`src/rtl/switch_debounce_strobe.sv`:
```
// Board switch conditioner: two-flop synchronisers, per-bit debouncers and a
// press-to-strobe FSM that emits one write pulse with captured data per press.
module switch_debounce_strobe #(
    parameter int unsigned DATA_W          = 2,
    parameter int unsigned DEBOUNCE_CYCLES = 500000
) (
    input  logic              clk,
    input  logic              rst_n,
    input  logic [DATA_W-1:0] sw_raw,
    input  logic              we_sw_raw,
    output logic [DATA_W-1:0] sw_clean,
    output logic              we_level,
    output logic              wr_pulse,
    output logic [DATA_W-1:0] wr_data,
    output logic              busy
);

    localparam int unsigned CH    = DATA_W + 1;
    localparam int unsigned CNT_W = $clog2(DEBOUNCE_CYCLES + 1);
    localparam logic [CNT_W-1:0] CNT_LAST = CNT_W'(DEBOUNCE_CYCLES - 1);

    typedef enum logic [1:0] {
        IDLE   = 2'd0,
        STROBE = 2'd1,
        HOLD   = 2'd2
    } state_t;

    logic [CH-1:0]    raw;
    logic [CH-1:0]    s1;
    logic [CH-1:0]    s2;
    logic [CH-1:0]    stable;
    logic [CNT_W-1:0] cnt [CH];
    state_t           state;

    // Write-enable occupies the top channel, data switches the rest.
    assign raw = {we_sw_raw, sw_raw};

    always_ff @(posedge clk) begin
        if (!rst_n) begin
            s1 <= '0;
            s2 <= '0;
        end else begin
            s1 <= raw;
            s2 <= s1;
        end
    end

    // Each channel accepts a new level only after it differs for DEBOUNCE_CYCLES in a row.
    always_ff @(posedge clk) begin
        if (!rst_n) begin
            stable <= '0;
            for (int i = 0; i < int'(CH); i++) begin
                cnt[i] <= '0;
            end
        end else begin
            for (int i = 0; i < int'(CH); i++) begin
                if (s2[i] == stable[i]) begin
                    cnt[i] <= '0;
                end else if (cnt[i] == CNT_LAST) begin
                    stable[i] <= s2[i];
                    cnt[i]    <= '0;
                end else begin
                    cnt[i] <= cnt[i] + CNT_W'(1);
                end
            end
        end
    end

    assign sw_clean = stable[DATA_W-1:0];
    assign we_level = stable[DATA_W];

    // Press FSM: strobe once on the debounced rising level, then wait for release.
    always_ff @(posedge clk) begin
        if (!rst_n) begin
            state    <= IDLE;
            wr_pulse <= 1'b0;
            wr_data  <= '0;
            busy     <= 1'b0;
        end else begin
            wr_pulse <= 1'b0;
            case (state)
                IDLE: begin
                    if (we_level) begin
                        state    <= STROBE;
                        wr_pulse <= 1'b1;
                        wr_data  <= sw_clean;
                        busy     <= 1'b1;
                    end
                end
                STROBE: begin
                    if (we_level) begin
                        state <= HOLD;
                        busy  <= 1'b1;
                    end else begin
                        state <= IDLE;
                        busy  <= 1'b0;
                    end
                end
                HOLD: begin
                    if (!we_level) begin
                        state <= IDLE;
                        busy  <= 1'b0;
                    end
                end
                default: begin
                    state <= IDLE;
                    busy  <= 1'b0;
                end
            endcase
        end
    end

endmodule

```
`config.mk`:
```
export PLATFORM = sky130hd
export DESIGN_NAME = switch_debounce_strobe
export DESIGN_NICKNAME = d
export VERILOG_FILES = /design/src/rtl/switch_debounce_strobe.sv
export SDC_FILE = /design/constraint.sdc
export NUM_CORES = 1
export LEC_CHECK = 0
export CAP_MARGIN = 20
export CORE_ASPECT_RATIO = 0.5
export CORE_MARGIN = 4
export CORE_UTILIZATION = 54
export DETAILED_ROUTE_END_ITERATION = 12
export HOLD_SLACK_MARGIN = 0.1
export PLACE_DENSITY = 0.82
export SLEW_MARGIN = 20
export SYNTH_ARGS = -nofsm -noshare
export SYNTH_HDL_FRONTEND = slang
export SYNTH_SLANG_ARGS = --single-unit
```
`constraint.sdc`:
```
create_clock -name clk -period 2.31 [get_ports clk]
set_input_delay 0.462 -clock clk [delete_from_list [all_inputs] [get_ports clk]]
set_output_delay 0.462 -clock clk [all_outputs]
set_load 0.01 [all_outputs]
```
==> out/qor.yml <==
status: "complete, no violations"
die_y_um: 66.4
arrival_ns: 2.20
clk_pin_slew_ns: 0.05
min_path_cells: 1
drt_iter0_markers: 216
wl_per_cell_um: 13.6
rows: 20
p_leak_nw: 1.54
ys_top_cells_by_count: "57 x edfxtp_1, 43 x nor2_1, 28 x nand2_1"
post_cts_buffers: 0
overflow: 0
crit_chain: "or4b_1 -> or4_4 -> o21bai_4 -> buf_12 -> a21oi_1"
clock.fmax_ghz: 0.470
grt_use_total_pct: 19.1
worstSetupPathType: "flip-flop to flip-flop"
final_layout_size_suffix_gt1_share_pct: 6.21
ys_top_cells_by_area: "edfxtp_1 47%, dfxtp_1 8.2%, xor2_1 5.7%, nor2_1 4.4%, a21oi_1 3.3%"
vias: 2798
synth_top_cell_by_area: "edfxtp_1"
synth_cell_types: 37
antenna_found_initial: 0
min_period_ns: 2.13
yosysMostFrequentCell: "edfxtp_1"
critical_path_buf_inv_count: 1
setup_violations: 0
slew_viol_final: 0
routed_wl_um: 7090
gp_congestion: 0.876
vdd_drop_max_v: 0.000481
critical-path-slowest-cell: "or4_4"
maxCapViolCount: 0
reg2reg_slack_ns: 0.18
ys_ff_latch: 72
critPathCaptureType: "flip-flop"
min_path_type: "flip-flop to flip-flop"
cp_max_fo: 17
synthesis.instances: 354
root_buffer: "clkbuf_16"
start_util_pct: 58.1
place_area_um2: 4140
async_reset_ff_share_pct: 0
area_growth_pct: 20.3
drt-pass1-iter-count: 4
worstReg2RegStart: "cnt[0][10]"
hold_viol_final: 0
final_cell_area_um2: 4430
grt_max_degree: 18
die_w_um: 125
critPathTopFamily: "simple AND/OR/NAND/NOR gates"
ios: 12
synth_edf_count: 57
drc_errors: 0
fin_setup_tns_ns: 0
hold_end: "s2[2]"
final_nets: 438
ff2ff_path_depth: 5
synthFlopType: "edfxtp_1"
numCtsBuffers: 9
max_stage_delay_ns: 0.57
netlist_area_um2: 3680
dp_hpwl_um: 5100
cts_htree_levels: 3
clock-sinks: 72
avgSynthCellArea_um2: 10.4
coreArea_um2: 6330
ys_seq_area_share_pct: 54.7
cts_tree: "done"
grt_pass1_vias: 2838
holdCritStartpoint: "s1[2]"
crit_required_ns: 2.38
cts_resized: 0
drtAntennaViolNets: 0
worstSetupStartpointType: "flip-flop"
power_density_nw_per_um2: 668
via_per_inst: 5.35
die_area_um2: 8280
synth_top_area_share_pct: 46.5
num_antenna_cells: 0
rsz0062_at_grt: "no"
clk_latency_ns: 0.33
synth_warnings: 0
clk_path_buf_depth: 2
grt_pass1_wl_um: 12400
timing.rr.end: "cnt[0][18]"
period_share_pct: 92.2
fin_skew_ns: 0.00626
hold_buffers: 0
port_buffers: 11
worst max path at each step:
stage	from	to	slack, ns	cells past startpoint
3_3_place_gp	cnt[0][10]	cnt[0][17]	0.24	5
2_1_floorplan	cnt[0][10]	cnt[0][11]	0.11	5
6_report	cnt[0][10]	cnt[0][18]	0.18	5
4_1_cts	cnt[0][10]	cnt[0][0]	0.17	5
3_5_place_dp	cnt[0][10]	cnt[0][0]	0.20	5
5_1_grt	cnt[2][0]	cnt[2][18]	0.13	5
layout make-up:
| class | instances | area (um2) |
|---|---|---|
| timing repair buffer | 18 | 175 |
| sequential | 72 | 2010 |
| fill | 476 | 1900 |
| clock inverter | 4 | 43.8 |
| clock buffer | 12 | 246 |
| inverter | 8 | 30.0 |
| tap | 88 | 110 |
| multi-input combinational | 321 | 1810 |
cell families after synthesis:
group,share of synthesized area (%)
compound gates,8.06
xor+xnor,8.81
fa+ha+maj,1.02
buf+inv,1.84
flops,54.7
other cells,0.102
simple gates,25.5
cells in the final DEF, fill, tap and decap left out, drive strengths merged:
| cell type | count |
|---|---|
| a21bo | 1 |
| a21o | 1 |
| a21oi | 24 |
| and2 | 8 |
| and3 | 4 |
| and4 | 9 |
| buf | 7 |
| bufinv | 1 |
| clkbuf | 12 |
| clkdlybuf4s50 | 11 |
| clkinv | 3 |
| conb | 57 |
| dfxtp | 15 |
| edfxtp | 57 |
| ha | 3 |
| inv | 8 |
| nand2 | 28 |
| nand2b | 3 |
| nand3 | 23 |
| nand3b | 1 |
| nand4 | 12 |
| nand4b | 1 |
| nor2 | 43 |
| nor3 | 6 |
| nor4 | 6 |
| nor4b | 2 |
| nor4bb | 2 |
| o21ai | 13 |
| o21bai | 2 |
| o31ai | 9 |
| or2 | 2 |
| or3 | 11 |
| or4 | 12 |
| or4b | 1 |
| xnor2 | 13 |
| xor2 | 24 |
worst register-to-register path, stage by stage, from the launching register on:
cell,delay [ns]
edfxtp_1,0.39
or4b_1,0.53
or4_4,0.57
o21bai_4,0.17
buf_12,0.15
a21oi_1,0.05
layer usage:
metal	wire [um]	up-vias	global-route usage (%)
met3	225	15	6.45
met2	3710	40	35.8
met1	3000	1332	20.3
li1	-	1411	-
met4	154	0	7.24
met5	0	-	0
metrics by stage:
stage / total power, mW / hold WS (ns) / std cells / setup slack, ns / util [%]
final: 2.96 / 0.435 / 523 / 0.181 / 69.9
after floorplan: 1.59 / 0.412 / 410 / 0.112 / -
after global routing: 3.09 / 0.456 / 523 / 0.126 / 69.9
after CTS: 2.98 / 0.433 / 523 / 0.174 / 69.9
after global placement: 1.62 / 0.422 / 507 / 0.236 / 65.4
after detailed placement: 1.63 / 0.422 / 507 / 0.201 / 65.4
power breakdown:
group	internal [mW]	switching [mW]	total [mW]
combinational	0.0474	0.0645	0.112
sequential	1.45	0.0521	1.50
clock	0.858	0.486	1.34
sequential cells by signal (all words and copies together), names as in the netlist:
signal	flops
s1	3
busy	1
s2	3
wr_pulse	1
wr_data	2
state	2
stable	3
cnt	57
Power figures use the tool's default switching activity.
